===== src/rtl/popcount_pkg.sv =====
// Shared helpers for the popcount accumulator: width math for the
// 3:2 compressor front end and the exact per-beat count.
package popcount_pkg;

    localparam int unsigned GRP_BITS = 3;

    function automatic int unsigned clog2(input int unsigned value);
        int unsigned r;
        r = 0;
        for (int i = 0; i < 32; i++) begin
            if ((32'd1 << i) < value) begin
                r = unsigned'(i + 1);
            end
        end
        return r;
    endfunction

    function automatic int unsigned group_count(input int unsigned n_bits);
        return (n_bits + GRP_BITS - 1) / GRP_BITS;
    endfunction

    function automatic int unsigned padded_width(input int unsigned n_bits);
        return GRP_BITS * group_count(n_bits);
    endfunction

endpackage


===== src/rtl/csa_layer.sv =====
// Combinational 3:2 compressor layer: one full adder per 3-bit group.
module csa_layer
    import popcount_pkg::*;
#(
    parameter int unsigned N_GRP = 5
) (
    input  logic [GRP_BITS*N_GRP-1:0] i_bits,
    output logic [N_GRP-1:0]          o_sum,
    output logic [N_GRP-1:0]          o_carry
);

    for (genvar g = 0; g < N_GRP; g++) begin : g_fa
        full_adder u_fa (
            .i_a     (i_bits[GRP_BITS*g]),
            .i_b     (i_bits[GRP_BITS*g+1]),
            .i_c     (i_bits[GRP_BITS*g+2]),
            .o_sum   (o_sum[g]),
            .o_carry (o_carry[g])
        );
    end

endmodule


===== src/rtl/full_adder.sv =====
// One-bit full adder: three equal-weight inputs to a sum (weight 1) and carry (weight 2).
module full_adder (
    input  logic i_a,
    input  logic i_b,
    input  logic i_c,
    output logic o_sum,
    output logic o_carry
);

    logic w_ab;

    assign w_ab    = i_a ^ i_b;
    assign o_sum   = w_ab ^ i_c;
    assign o_carry = (i_a & i_b) | (i_c & w_ab);

endmodule


===== src/rtl/popcount_accum_pipe.sv =====
// Three-stage pipelined popcount with saturating per-frame accumulation
// and valid/ready flow control on both sides.
module popcount_accum_pipe
    import popcount_pkg::*;
#(
    parameter  int unsigned N_IN  = 15,
    parameter  int unsigned ACC_W = 16,
    localparam int unsigned CNT_W = clog2(N_IN + 1)
) (
    input  logic             clk,
    input  logic             rst,
    input  logic             in_valid,
    output logic             in_ready,
    input  logic [N_IN-1:0]  in_bits,
    input  logic             in_last,
    output logic             out_valid,
    input  logic             out_ready,
    output logic [CNT_W-1:0] out_count,
    output logic [ACC_W-1:0] out_acc,
    output logic             out_last,
    output logic             out_ovf
);

    localparam int unsigned N_GRP  = group_count(N_IN);
    localparam int unsigned N_PAD  = padded_width(N_IN);
    localparam int unsigned GCW    = clog2(N_GRP + 1);
    localparam int unsigned CNT_WX = CNT_W + 1;
    localparam int unsigned ACC_WX = ACC_W + 1;

    logic [N_PAD-1:0]  w_padded;
    logic [N_GRP-1:0]  w_sum;
    logic [N_GRP-1:0]  w_carry;

    logic              r_s1_valid;
    logic [N_GRP-1:0]  r_s1_sum;
    logic [N_GRP-1:0]  r_s1_carry;
    logic              r_s1_last;

    logic [GCW-1:0]    w_sum_cnt;
    logic [GCW-1:0]    w_car_cnt;
    logic              r_s2_valid;
    logic [GCW-1:0]    r_s2_sum_cnt;
    logic [GCW-1:0]    r_s2_car_cnt;
    logic              r_s2_last;

    logic [CNT_WX-1:0] w_beat_cnt_wide;
    logic [CNT_W-1:0]  w_beat_cnt;
    logic [ACC_WX-1:0] w_acc_sum;
    logic [ACC_W-1:0]  w_acc_sat;
    logic              w_ovf_next;

    logic              r_out_valid;
    logic [CNT_W-1:0]  r_out_count;
    logic [ACC_W-1:0]  r_out_acc;
    logic              r_out_last;
    logic              r_out_ovf;
    logic [ACC_W-1:0]  r_acc;
    logic              r_ovf;

    logic              w_s1_adv;
    logic              w_s2_adv;
    logic              w_s3_adv;

    // A stage may load when it is empty or its contents move on this cycle.
    assign w_s3_adv = !r_out_valid || out_ready;
    assign w_s2_adv = !r_s2_valid || w_s3_adv;
    assign w_s1_adv = !r_s1_valid || w_s2_adv;
    assign in_ready = w_s1_adv;

    assign w_padded = N_PAD'(in_bits);

    csa_layer #(
        .N_GRP (N_GRP)
    ) u_csa (
        .i_bits  (w_padded),
        .o_sum   (w_sum),
        .o_carry (w_carry)
    );

    // S1: compressor outputs, one sum/carry pair per group.
    always_ff @(posedge clk) begin
        if (rst) begin
            r_s1_valid <= 1'b0;
            r_s1_sum   <= '0;
            r_s1_carry <= '0;
            r_s1_last  <= 1'b0;
        end else if (w_s1_adv) begin
            r_s1_valid <= in_valid;
            if (in_valid) begin
                r_s1_sum   <= w_sum;
                r_s1_carry <= w_carry;
                r_s1_last  <= in_last;
            end
        end
    end

    always_comb begin
        w_sum_cnt = '0;
        w_car_cnt = '0;
        for (int g = 0; g < N_GRP; g++) begin
            w_sum_cnt = w_sum_cnt + GCW'(r_s1_sum[g]);
            w_car_cnt = w_car_cnt + GCW'(r_s1_carry[g]);
        end
    end

    // S2: separate counts of weight-1 sums and weight-2 carries.
    always_ff @(posedge clk) begin
        if (rst) begin
            r_s2_valid   <= 1'b0;
            r_s2_sum_cnt <= '0;
            r_s2_car_cnt <= '0;
            r_s2_last    <= 1'b0;
        end else if (w_s2_adv) begin
            r_s2_valid <= r_s1_valid;
            if (r_s1_valid) begin
                r_s2_sum_cnt <= w_sum_cnt;
                r_s2_car_cnt <= w_car_cnt;
                r_s2_last    <= r_s1_last;
            end
        end
    end

    // One spare bit keeps the weighted add exact before narrowing to CNT_W.
    assign w_beat_cnt_wide = CNT_WX'(r_s2_sum_cnt) + (CNT_WX'(r_s2_car_cnt) << 1);
    assign w_beat_cnt      = CNT_W'(w_beat_cnt_wide);

    assign w_acc_sum  = ACC_WX'(r_acc) + ACC_WX'(w_beat_cnt);
    assign w_acc_sat  = w_acc_sum[ACC_W] ? {ACC_W{1'b1}} : w_acc_sum[ACC_W-1:0];
    assign w_ovf_next = r_ovf || w_acc_sum[ACC_W];

    // S3: result registers plus the frame accumulator, cleared after a last beat.
    always_ff @(posedge clk) begin
        if (rst) begin
            r_out_valid <= 1'b0;
            r_out_count <= '0;
            r_out_acc   <= '0;
            r_out_last  <= 1'b0;
            r_out_ovf   <= 1'b0;
            r_acc       <= '0;
            r_ovf       <= 1'b0;
        end else if (w_s3_adv) begin
            r_out_valid <= r_s2_valid;
            if (r_s2_valid) begin
                r_out_count <= w_beat_cnt;
                r_out_acc   <= w_acc_sat;
                r_out_last  <= r_s2_last;
                r_out_ovf   <= w_ovf_next;
                r_acc       <= r_s2_last ? '0 : w_acc_sat;
                r_ovf       <= r_s2_last ? 1'b0 : w_ovf_next;
            end
        end
    end

    assign out_valid = r_out_valid;
    assign out_count = r_out_count;
    assign out_acc   = r_out_acc;
    assign out_last  = r_out_last;
    assign out_ovf   = r_out_ovf;

endmodule


===== config.mk =====
export PLATFORM = sky130hd
export DESIGN_NAME = popcount_accum_pipe
export DESIGN_NICKNAME = d
export VERILOG_FILES = /design/src/rtl/popcount_pkg.sv /design/src/rtl/csa_layer.sv /design/src/rtl/full_adder.sv /design/src/rtl/popcount_accum_pipe.sv
export SDC_FILE = /design/constraint.sdc
export NUM_CORES = 1
export LEC_CHECK = 0
export ABC_AREA = 1
export BUFFER_PORTS_ARGS = -buffer_cell sky130_fd_sc_hd__buf_2
export CORE_MARGIN = 1.5
export CORE_UTILIZATION = 60
export DETAILED_ROUTE_END_ITERATION = 10
export GPL_ROUTABILITY_DRIVEN = 0
export GPL_TIMING_DRIVEN = 0
export PLACE_DENSITY = 0.79
export SLEW_MARGIN = 20
export SYNTH_ARGS = -nofsm -noshare
export SYNTH_HDL_FRONTEND = slang
export SYNTH_SLANG_ARGS = --single-unit
export TNS_END_PERCENT = 30

===== constraint.sdc =====
create_clock -name clk -period 3.9 [get_ports clk]
set_input_delay 0.195 -clock clk [delete_from_list [all_inputs] [get_ports clk]]
set_output_delay 0.195 -clock clk [all_outputs]
set_load 0.005 [all_outputs]

---- After elaboration in Yosys (flattened, before gate mapping) ----
Cells that the tools add are included.
storage, ports and cells
  ROM bits ................................ 0
  RAM bits ................................ 0
  word-level logic and storage cells ...... 63
  input port bits ......................... 20
  bits in latches ......................... 0
  register bits ........................... 60
  output and inout port bits .............. 24
  memories kept ........................... 0
operators by class
  reductions and logical operators ........ 10
  multiply operators ...................... 0
  divide/modulo/power cells ............... 0
  add/sub/neg operators ................... 10
  order comparisons ....................... 0
  bitwise gates (word level) .............. 25
  shifts and indexed selects .............. 0
  multiplexer cells ....................... 3
  equal/unequal tests ..................... 0
operators with widths
  operator                                  count
  16-bit 2-to-1 mux                         2
  16-bit by 4-bit adder with 17-bit output  1
  3-bit by 1-bit adder with 3-bit output    4
  1-bit AND                                 10
  1-bit XOR                                 10
  2-bit by 1-bit adder with 3-bit output    2
  2-bit AND reduction                       3
  1-bit OR                                  5
  1-bit by 1-bit adder with 2-bit output    2
  3-bit by 4-bit adder with 4-bit output    1
  1-bit logical OR                          4
  1-bit logical NOT                         3
  1-bit 2-to-1 mux                          1

---- Logic depth before layout (Yosys ltp) ----
Gate-level depths: netlist of run 1.
  depth after elaboration ................. 5
  gate-level depth with buffers ........... 14

---- Hierarchy ----
A second synthesis of run 1 with hierarchy kept.
unflattened totals
  cell total of the unflattened synthesis .. 359
  area, all modules ....................... 2819.0 µm²
by module, submodules not included
  module               cells an instance  area an instance (µm²)  times used
  popcount_accum_pipe  354                2718.9                  1
  full_adder           1                  20.0                    5

---- Least setup slack after synthesis of run 1 ----
No wires, ideal clock.
  kind .................................... reg2reg
  start point ............................. register r_s2_sum_cnt[1]
  end point ............................... register r_out_ovf, in the netlist out_ovf
  buffers on the path ..................... 1
  stages on the path, launching flop included .. 14
  required time ........................... 3.784 ns
  arrival ................................. 2.156 ns
  library setup time ...................... 0.116 ns
  slack ................................... 1.628 ns
  path through ............................ dfxtp_1 -> ha_1 -> inv_1 -> fa_1 -> xnor2_1 -> ha_1 -> nand2_1 -> nand2_1 -> o21a_4 -> nand2_4 -> buf_6 -> nand2_2 -> o21ai_0 -> inv_1
between the ends
  word-level cells in the longest chain between the ends .. 3
RTL lines
  element                                   RTL line                    source
  start: declaration                        popcount_accum_pipe.sv:42   logic [GCW-1:0] r_s2_sum_cnt;
  start signal: assignment                  popcount_accum_pipe.sv:116  r_s2_sum_cnt <= w_sum_cnt;
  3-bit by 4-bit adder with 4-bit output    popcount_accum_pipe.sv:124  assign w_beat_cnt_wide = CNT_WX'(r_s2_sum_cnt) + (CNT_WX'(r_s2_car_cnt) << 1);
  via w_beat_cnt_wide[3]                    popcount_accum_pipe.sv:46   logic [CNT_WX-1:0] w_beat_cnt_wide;
  16-bit by 4-bit adder with 17-bit output  popcount_accum_pipe.sv:127  assign w_acc_sum = ACC_WX'(r_acc) + ACC_WX'(w_beat_cnt);
  1-bit logical OR                          popcount_accum_pipe.sv:129  assign w_ovf_next = r_ovf || w_acc_sum[ACC_W];
  end signal: assignment                    popcount_accum_pipe.sv:147  r_out_ovf <= w_ovf_next;
  end: declaration                          popcount_accum_pipe.sv:56   logic r_out_ovf;
The timed path passes the listed nets, and every way through them passes these cells.
A chain may end at the register's enable or synchronous reset.

---- Worst setup path in the final report of run 1 ----
  start point ............................. register r_s2_car_cnt[0]
  end point ............................... register r_acc[7]
between the ends
  word-level cells in the longest chain between the ends .. 4
RTL lines
  element                                   RTL line                    source
  start: declaration                        popcount_accum_pipe.sv:43   logic [GCW-1:0] r_s2_car_cnt;
  start signal: assignment                  popcount_accum_pipe.sv:117  r_s2_car_cnt <= w_car_cnt;
  3-bit by 4-bit adder with 4-bit output    popcount_accum_pipe.sv:124
  via w_beat_cnt_wide[3]                    popcount_accum_pipe.sv:46
  16-bit by 4-bit adder with 17-bit output  popcount_accum_pipe.sv:127
  16-bit 2-to-1 mux                         popcount_accum_pipe.sv:128  assign w_acc_sat = w_acc_sum[ACC_W] ? {ACC_W{1'b1}} : w_acc_sum[ACC_W-1:0];
  16-bit 2-to-1 mux                         popcount_accum_pipe.sv:148  r_acc <= r_s2_last ? '0 : w_acc_sat;
  end signal: assignment                    popcount_accum_pipe.sv:148
  end: declaration                          popcount_accum_pipe.sv:57   logic [ACC_W-1:0] r_acc;
The timed path passes the listed nets, and every way through them passes these cells.

==> results of run 1 <==
path summary, 6_finish.rpt:
path,depth (start not counted),to,from
worst max-delay path,13,r_acc[7]$_SDFFE_PP0P_,r_s2_car_cnt[0]$_SDFFE_PP0P_
worst min-delay path,3,r_s1_last$_SDFFE_PP0P_,in_last
worst max register to register,13,r_acc[7]$_SDFFE_PP0P_,r_s2_car_cnt[0]$_SDFFE_PP0P_
worst min register to register,2,out_acc[2]$_SDFFE_PP0P_,out_acc[2]$_SDFFE_PP0P_
metal layers:
metal  track usage (%)  share of wire, %  routed length (microns)
met5                 0                 0                        0
met3              6.04               5.5                      373
met2              48.5                50                     3440
met4              12.3               2.6                      175
met1              31.5                42                     2860
final cells by class:
type                            instances  area [sq um]  area share, %
Buffer                                 20          87.6           2.53
Clock buffer                           12           165           4.78
Clock inverter                          4          22.5          0.651
Inverter                               34           128           3.69
Multi-Input combinational cell        282          1560           45.1
Sequential cell                        60          1200           34.7
Tap cell                               67          83.8           2.42
Timing Repair Buffer                   42           210           6.08
Yosys cell counts (2+ instances only):
cell type | number | area share, %
sky130_fd_sc_hd__o21ai_0 | 3 | 0.50
sky130_fd_sc_hd__inv_2 | 3 | 0.38
sky130_fd_sc_hd__fa_1 | 11 | 7.4
sky130_fd_sc_hd__inv_1 | 29 | 3.7
sky130_fd_sc_hd__nor2_1 | 20 | 2.5
sky130_fd_sc_hd__xor2_1 | 2 | 0.59
sky130_fd_sc_hd__nand2_2 | 7 | 1.5
sky130_fd_sc_hd__dfxtp_1 | 60 | 40
sky130_fd_sc_hd__nand2_1 | 117 | 15
sky130_fd_sc_hd__clkinv_1 | 2 | 0.25
sky130_fd_sc_hd__nand4_1 | 6 | 1.3
sky130_fd_sc_hd__buf_2 | 4 | 0.67
sky130_fd_sc_hd__ha_1 | 7 | 2.9
sky130_fd_sc_hd__nand3_1 | 37 | 6.2
sky130_fd_sc_hd__a21oi_1 | 54 | 9.1
sky130_fd_sc_hd__nand3_2 | 3 | 1.0
sky130_fd_sc_hd__xnor2_1 | 3 | 0.88
sky130_fd_sc_hd__a211oi_1 | 6 | 1.5
sky130_fd_sc_hd__clkbuf_1 | 15 | 1.9
cell families after synthesis:
family	share of synthesized area [%]
AND/OR/NAND/NOR	28.8
buffers and inverters	7.23
AO/OA/AOI/OAI	11.9
XOR/XNOR	1.47
adder cells (fa/ha/maj)	10.3
flip-flops	40.4
registers in the layout (all words and copies together), names as in the netlist:
| signal | count |
|---|---|
| out_acc | 16 |
| out_count | 4 |
| out_last | 1 |
| out_ovf | 1 |
| out_valid | 1 |
| r_acc | 16 |
| r_ovf | 1 |
| r_s1_carry | 5 |
| r_s1_last | 1 |
| r_s1_sum | 5 |
| r_s1_valid | 1 |
| r_s2_car_cnt | 3 |
| r_s2_last | 1 |
| r_s2_sum_cnt | 3 |
| r_s2_valid | 1 |
power by group through the flow:
| stage | clock network (mW) | registers, mW | logic, mW |
|---|---|---|---|
| 2_1_floorplan | 0 | 0.654 | 0.0803 |
| 3_3_place_gp | 0 | 0.656 | 0.118 |
| 3_5_place_dp | 0 | 0.656 | 0.121 |
| 4_1_cts | 0.527 | 0.643 | 0.122 |
| 5_1_grt | 0.550 | 0.644 | 0.140 |
| 6_report | 0.523 | 0.643 | 0.122 |
placed cells by master, fill, tap and decap left out, drive strengths merged, types with 7 or more instances in the layout:
master	instances
inv	32
clkbuf	27
nor2	21
nand3	40
fa	11
nand2	125
ha	7
dfxtp	60
buf	47
a21oi	54
through the flow:
stage / setup slack, ps / power [mW]
after floorplan: 1630 / 0.734
after global placement: 1260 / 0.774
after detailed placement: 1250 / 0.778
after CTS: 1230 / 1.29
after global routing: 1090 / 1.33
final: 1230 / 1.29
worst reg2reg max path, cell delays in order (launching register included):
cell,delay [ps]
sky130_fd_sc_hd__dfxtp_1,340
sky130_fd_sc_hd__ha_1,150
sky130_fd_sc_hd__inv_1,50
sky130_fd_sc_hd__fa_1,370
sky130_fd_sc_hd__xnor2_1,310
sky130_fd_sc_hd__ha_1,340
sky130_fd_sc_hd__nand2_1,80
sky130_fd_sc_hd__nand2_1,90
sky130_fd_sc_hd__o21a_4,260
sky130_fd_sc_hd__nand2_4,100
sky130_fd_sc_hd__buf_6,180
sky130_fd_sc_hd__nand3_2,110
sky130_fd_sc_hd__nand3_1,90
sky130_fd_sc_hd__a21oi_1,60
==> qor.json, run 1 <==
{
  "outcome": {
    "outcome": "complete, no violations"
  },
  "finish": {
    "antenna-diode-count": 0,
    "finish.net_count": 487,
    "drive_above_1_share_pct": 17.8,
    "fillers": 404,
    "layout_cells_excl_fill": 521,
    "area_growth_syn_to_layout_pct": 16.2,
    "design_area_sq_um": 3460,
    "finalCoreUtilization_pct": 72.7
  },
  "place": {
    "placement_stage_cell_area_sq_um": 3270,
    "place.detailed.hpwl_microns": 4970,
    "io_buffers": 42,
    "cell_total_after_placement": 505
  },
  "floorplanning": {
    "io-pin-count": 44,
    "std_cell_rows": 25,
    "floorplan.core_area_sq_um": 4750,
    "dieHeight_microns": 73.4,
    "initial_utilization_pct": 62.6,
    "floorplan.die.width_microns": 73.4,
    "die_area_sq_um": 5390
  },
  "route": {
    "ant_nets": 0,
    "drt_iter0_markers": 185,
    "route.detailed.vias_per_inst": 5.28,
    "drt-total-wl_microns": 6840,
    "avgRoutedWirePerCell_microns": 13.1,
    "via_count": 2753,
    "drt-pass1-iter-count": 7,
    "drcViolationCount": 0
  },
  "job": {
    "max_cap_viol_count": 0
  },
  "synthesis": {
    "dominantRegCellSynth": "sky130_fd_sc_hd__dfxtp_1",
    "synth-warning-count": 0,
    "synthCells": 396,
    "post_synth_num_cell_types": 26,
    "synth-edff-count": 0,
    "ys_seq_elements": 60,
    "synth_seq_area_share_pct": 40.4,
    "post_synth_arst_share_pct": 0,
    "mappedNetlistNets": 434,
    "netlist_area_sq_um": 2980,
    "syn_avg_cell_area_sq_um": 7.52
  },
  "worst_setup_path": {
    "worst-r2r-setup-slack_ps": 1230,
    "critPathBufInv": 2,
    "timing.critical_path.slowest_stage_cell": "sky130_fd_sc_hd__fa_1",
    "crit_path_start_kind": "flop",
    "critical_path.max_stage_delay_ps": 370,
    "critPathArrivalTime_ps": 2870,
    "path_cells": "ha_1 -> inv_1 -> fa_1 -> xnor2_1 -> ha_1 -> nand2_1 -> nand2_1 -> o21a_4 -> nand2_4 -> buf_6 -> nand3_2 -> nand3_1 -> a21oi_1",
    "crit_path_max_fanout": 10,
    "cp-end-kind": "flop",
    "worst_path_dominant_cell_family": "adder cells",
    "path_class": "flop to flop",
    "worstPathRequired_ps": 4100
  },
  "sta": {
    "worst_slew_margin_rel_pct": 60.5,
    "timing.final.crit_share_pct": 68.5,
    "fin_crit_ps": 2670,
    "number_of_endpoints_failing_setup_at_the_final_stage": 0,
    "grt_setup_unrepaired": "no",
    "clock-skew-final_ps": 9.43,
    "hold_violations": 0,
    "maxClockFrequency_ghz": 0.374,
    "post_route_setup_tns_ps": 0,
    "whs_ps": 118,
    "slew_violations": 0,
    "worst-slew-pin-transition_ps": 592
  },
  "cts": {
    "cts-root-buf": "sky130_fd_sc_hd__clkbuf_8",
    "postCtsSetupRepairBufs": 0,
    "ctsHtreeMaxLevel": 3,
    "buffers_from_clock_root_to_sink_at_most": 2,
    "cts_made_buffers": 9,
    "cts.hold.buffers_added": 0,
    "clock-sinks": 60,
    "post_cts_resize_count": 0,
    "clk_transition_reported_paths_ps": 70,
    "cts_tree": "done",
    "clock_insertion_delay_worst_skew_ps": 340
  },
  "pwr": {
    "power.static_leakage_nw": 1.47,
    "pwr_density_cell_nw_per_um2": 372,
    "max-vdd-ir-drop_mv": 0.263,
    "power.share.switching_pct": 25.8,
    "clockPowerShare_pct": 40.6,
    "p_sw_uw": 332,
    "seq_power_share_pct": 49.9,
    "p_comb_share_pct": 9.5,
    "intPower_uw": 956
  },
  "hold_path": {
    "worstHoldPathType": "primary input to flop"
  },
  "global_routing": {
    "grt_pass1_vias": 2534,
    "largest_net_degree_at_the_start_of_global_routing": 11,
    "grt_pass1_wl_microns": 11100,
    "global_route.usage.total_pct": 27.4,
    "globalRoute.totalOverflow": 0,
    "number_of_antenna_violations_at_the_first_check_in_global_routing": 0
  }
}
(Power assumes the default switching activity.)
==> run 2, diff against run 1 <==
--- a/config.mk
+++ b/config.mk
@@ -8,11 +8,11 @@
 export ABC_AREA = 1
 export BUFFER_PORTS_ARGS = -buffer_cell sky130_fd_sc_hd__buf_2
 export CORE_MARGIN = 1.5
-export CORE_UTILIZATION = 60
+export CORE_UTILIZATION = 57
 export DETAILED_ROUTE_END_ITERATION = 10
 export GPL_ROUTABILITY_DRIVEN = 0
 export GPL_TIMING_DRIVEN = 0
-export PLACE_DENSITY = 0.79
+export PLACE_DENSITY = 0.76
 export SLEW_MARGIN = 20
 export SYNTH_ARGS = -nofsm -noshare
 export SYNTH_HDL_FRONTEND = slang
==> constraint.sdc (replaced) <==
create_clock -name clk -period 2.6 [get_ports clk]
set_input_delay 0.13 -clock clk [delete_from_list [all_inputs] [get_ports clk]]
set_output_delay 0.13 -clock clk [all_outputs]
set_load 0.005 [all_outputs]
==> qor.json, run 2 (synthesis gave the netlist of run 1 again) <==
{
  "outcome": {
    "outcome": {"value": "complete, no violations", "change": "unchanged"}
  },
  "pwr": {
    "power.static_leakage": {"value": 1.51, "unit": "nW", "change": "was 1.47 nW"},
    "power.total": {"value": 2.09, "unit": "mW", "change": "was 1.29 mW"},
    "max-vdd-ir-drop": {"value": 0.568, "unit": "mV", "change": "was 0.263 mV"},
    "pwr_density_cell": {"value": 586, "unit": "nW/um^2", "change": "was 372 nW/um^2"}
  },
  "place": {
    "io_buffers": {"value": 42, "change": "unchanged"},
    "cell_total_after_placement": {"value": 508, "change": "was 505"},
    "placement_stage_cell_area": {"value": 3270, "unit": "sq um", "change": "about the same"},
    "preCtsSetupSlack": {"value": -74.2, "unit": "ps", "change": "was 1250 ps"},
    "place.detailed.hpwl": {"value": 5150, "unit": "microns", "change": "was 4970 microns"}
  },
  "route": {
    "via_count": {"value": 2835, "change": "was 2,753"},
    "ant_nets": {"value": 0, "change": "unchanged"},
    "route.detailed.vias_per_inst": {"value": 5.38, "change": "was 5.28"},
    "drt-total-wl": {"value": 7110, "unit": "microns", "change": "was 6840 microns"},
    "drt_iter0_markers": {"value": 143, "change": "was 185"},
    "drt-pass1-iter-count": {"value": 5, "change": "was 7"},
    "drcViolationCount": {"value": 0, "change": "unchanged"},
    "avgRoutedWirePerCell": {"value": 13.5, "unit": "microns", "change": "was 13.1 microns"}
  },
  "cts": {
    "buffers_from_clock_root_to_sink_at_most": {"value": 2, "change": "unchanged"},
    "ctsHtreeMaxLevel": {"value": 3, "change": "unchanged"},
    "cts_made_buffers": {"value": 9, "change": "unchanged"},
    "cts-root-buf": {"value": "sky130_fd_sc_hd__clkbuf_8", "change": "unchanged"},
    "clock_insertion_delay_worst_skew": {"value": 340, "unit": "ps", "change": "about the same"},
    "clock-sinks": {"value": 60, "change": "unchanged"},
    "cts.hold.buffers_added": {"value": 0, "change": "unchanged"},
    "cts_tree": {"value": "done", "change": "unchanged"},
    "clk_transition_reported_paths": {"value": 70, "unit": "ps", "change": "about the same"}
  },
  "finish": {
    "finish.net_count": {"value": 490, "change": "was 487"},
    "area_growth_syn_to_layout": {"value": 19.6, "unit": "%", "change": "was 16.2%"},
    "register_area": {"value": 1200, "unit": "sq um", "change": "about the same"},
    "layout_common_cells": {"value": "sky130_fd_sc_hd__nand2_1 (115), sky130_fd_sc_hd__dfxtp_1 (59), sky130_fd_sc_hd__a21oi_1 (53)", "change": "was sky130_fd_sc_hd__nand2_1 (117), sky130_fd_sc_hd__dfxtp_1 (60), sky130_fd_sc_hd__a21oi_1 (54)"},
    "layout_cells_excl_fill": {"value": 527, "change": "was 521"},
    "drive_above_1_share": {"value": 19.9, "unit": "%", "change": "was 17.8%"},
    "multiInputGateArea": {"value": 1600, "unit": "sq um", "change": "was 1560 sq um"},
    "fillers": {"value": 439, "change": "was 404"},
    "design_area": {"value": 3560, "unit": "sq um", "change": "was 3460 sq um"},
    "antenna-diode-count": {"value": 0, "change": "unchanged"},
    "most_frequent_standard_cell_in_the_layout_excluding_fill_and_tap_cells": {"value": "sky130_fd_sc_hd__nand2_1", "change": "unchanged"},
    "finalCoreUtilization": {"value": 70.2, "unit": "%", "change": "was 72.7%"}
  },
  "sta": {
    "whs": {"value": 36.6, "unit": "ps", "change": "was 118 ps"},
    "hold_violations": {"value": 0, "change": "unchanged"},
    "final.setup.worst_slack": {"value": 117, "unit": "ps", "change": "was 1230 ps"},
    "worst_slew_margin_rel": {"value": 63.4, "unit": "%", "change": "was 60.5%"},
    "clock-skew-final": {"value": 5.58, "unit": "ps", "change": "was 9.43 ps"},
    "worst-slew-pin-transition": {"value": 549, "unit": "ps", "change": "was 592 ps"},
    "post_route_setup_tns": {"value": 0, "unit": "ps", "change": "unchanged"},
    "slew_violations": {"value": 0, "change": "unchanged"},
    "timing.final.crit_share": {"value": 95.5, "unit": "%", "change": "was 68.5%"},
    "fin_crit": {"value": 2480, "unit": "ps", "change": "was 2670 ps"},
    "number_of_endpoints_failing_setup_at_the_final_stage": {"value": 0, "change": "unchanged"},
    "grt_setup_unrepaired": {"value": "yes", "change": "was no"},
    "maxClockFrequency": {"value": 0.403, "unit": "GHz", "change": "was 0.374 GHz"}
  },
  "floorplanning": {
    "floorplan.die.width": {"value": 75.3, "unit": "microns", "change": "was 73.4 microns"},
    "dieHeight": {"value": 75.3, "unit": "microns", "change": "was 73.4 microns"},
    "io-pin-count": {"value": 44, "change": "unchanged"},
    "std_cell_rows": {"value": 26, "change": "was 25"},
    "floorplan.core_area": {"value": 5070, "unit": "sq um", "change": "was 4750 sq um"},
    "initial_utilization": {"value": 58.7, "unit": "%", "change": "was 62.6%"},
    "die_area": {"value": 5660, "unit": "sq um", "change": "was 5390 sq um"}
  },
  "worst_setup_path": {
    "critPathArrivalTime": {"value": 2750, "unit": "ps", "change": "was 2870 ps"},
    "cp-end-kind": {"value": "flop", "change": "unchanged"},
    "path_class": {"value": "flop to flop", "change": "unchanged"},
    "crit_path_max_fanout": {"value": 5, "change": "was 10"},
    "crit_path_start_kind": {"value": "flop", "change": "unchanged"},
    "worstPathRequired": {"value": 2870, "unit": "ps", "change": "was 4100 ps"}
  },
  "global_routing": {
    "grt_pass1_wl": {"value": 11800, "unit": "microns", "change": "was 11,100 microns"},
    "globalRoute.totalOverflow": {"value": 0, "change": "unchanged"},
    "grt_pass1_vias": {"value": 2532, "change": "was 2,534"},
    "number_of_antenna_violations_at_the_first_check_in_global_routing": {"value": 0, "change": "unchanged"},
    "global_route.usage.total": {"value": 28.0, "unit": "%", "change": "was 27.4%"},
    "largest_net_degree_at_the_start_of_global_routing": {"value": 11, "change": "unchanged"}
  },
  "hold_path": {
    "worstHoldPathType": {"value": "primary input to flop", "change": "unchanged"}
  },
  "job": {
    "max_cap_viol_count": {"value": 0, "change": "unchanged"}
  }
}
## run 2: changes by cell type in the layout (fill, tap and decap cells not counted), sizes merged
| cell | before | now |
|---|---|---|
| buf | 47 | 50 |
| bufinv | 0 | 2 |
| clkinv | 5 | 3 |
## run 2: area by class of cell
cell class	instances	share of cell area [%]
clock buffers	12	4.08
inverters	34	3.58
multi-input cells	282	44.8
well taps	70	2.46
flip-flops and latches	60	33.8
plain buffers	20	2.71
repair buffers	45	6.54
clock inverters	4	2.04
## run 2: worst paths after layout
check | from | to | slack [ps] | cells after the start
setup reg to reg | r_s2_sum_cnt[1]$_SDFFE_PP0P_ | r_acc[13]$_SDFFE_PP0P_ | 120 | 13
hold reg to reg | out_acc[2]$_SDFFE_PP0P_ | out_acc[2]$_SDFFE_PP0P_ | 460 | 2
setup / recovery | r_s2_sum_cnt[1]$_SDFFE_PP0P_ | r_acc[13]$_SDFFE_PP0P_ | 120 | 13
hold / removal | in_last | r_s1_last$_SDFFE_PP0P_ | 40 | 3
## run 2: repair_timing
action	in CTS	in global routing
resized for setup	1	12
setup buffers	0	3
endpoints found under the setup margin	20	32
pin swaps	0	2
## run 2: critical path: stages (launching register included)
cell and delay, ps:
sky130_fd_sc_hd__dfxtp_1 330, sky130_fd_sc_hd__ha_1 150, sky130_fd_sc_hd__inv_1 50, sky130_fd_sc_hd__fa_2 540, sky130_fd_sc_hd__inv_1 50, sky130_fd_sc_hd__ha_2 290
sky130_fd_sc_hd__or2_2 310, sky130_fd_sc_hd__nand3_1 130, sky130_fd_sc_hd__nand2_2 110, sky130_fd_sc_hd__nand2_1 70, sky130_fd_sc_hd__nand2_1 40, sky130_fd_sc_hd__nand3_1 110
sky130_fd_sc_hd__nand3_1 100, sky130_fd_sc_hd__a21oi_1 130
## run 2: where the power goes
group	internal, mW	leakage [nW]	switching [mW]
sequential	0.947	0.488	0.0189
combinational	0.0708	0.911	0.116
clock	0.565	0.107	0.368
## run 2: metal layers
metal	routed length (microns)	global-route usage (%)	vias to the layer above	part of all wire, %
met4	137	12.5	0	1.9
met2	3400	45.3	103	48
met3	413	5.22	14	5.8
li1	-	-	1400	-
met5	0	0	-	0
met1	3160	36.5	1318	44
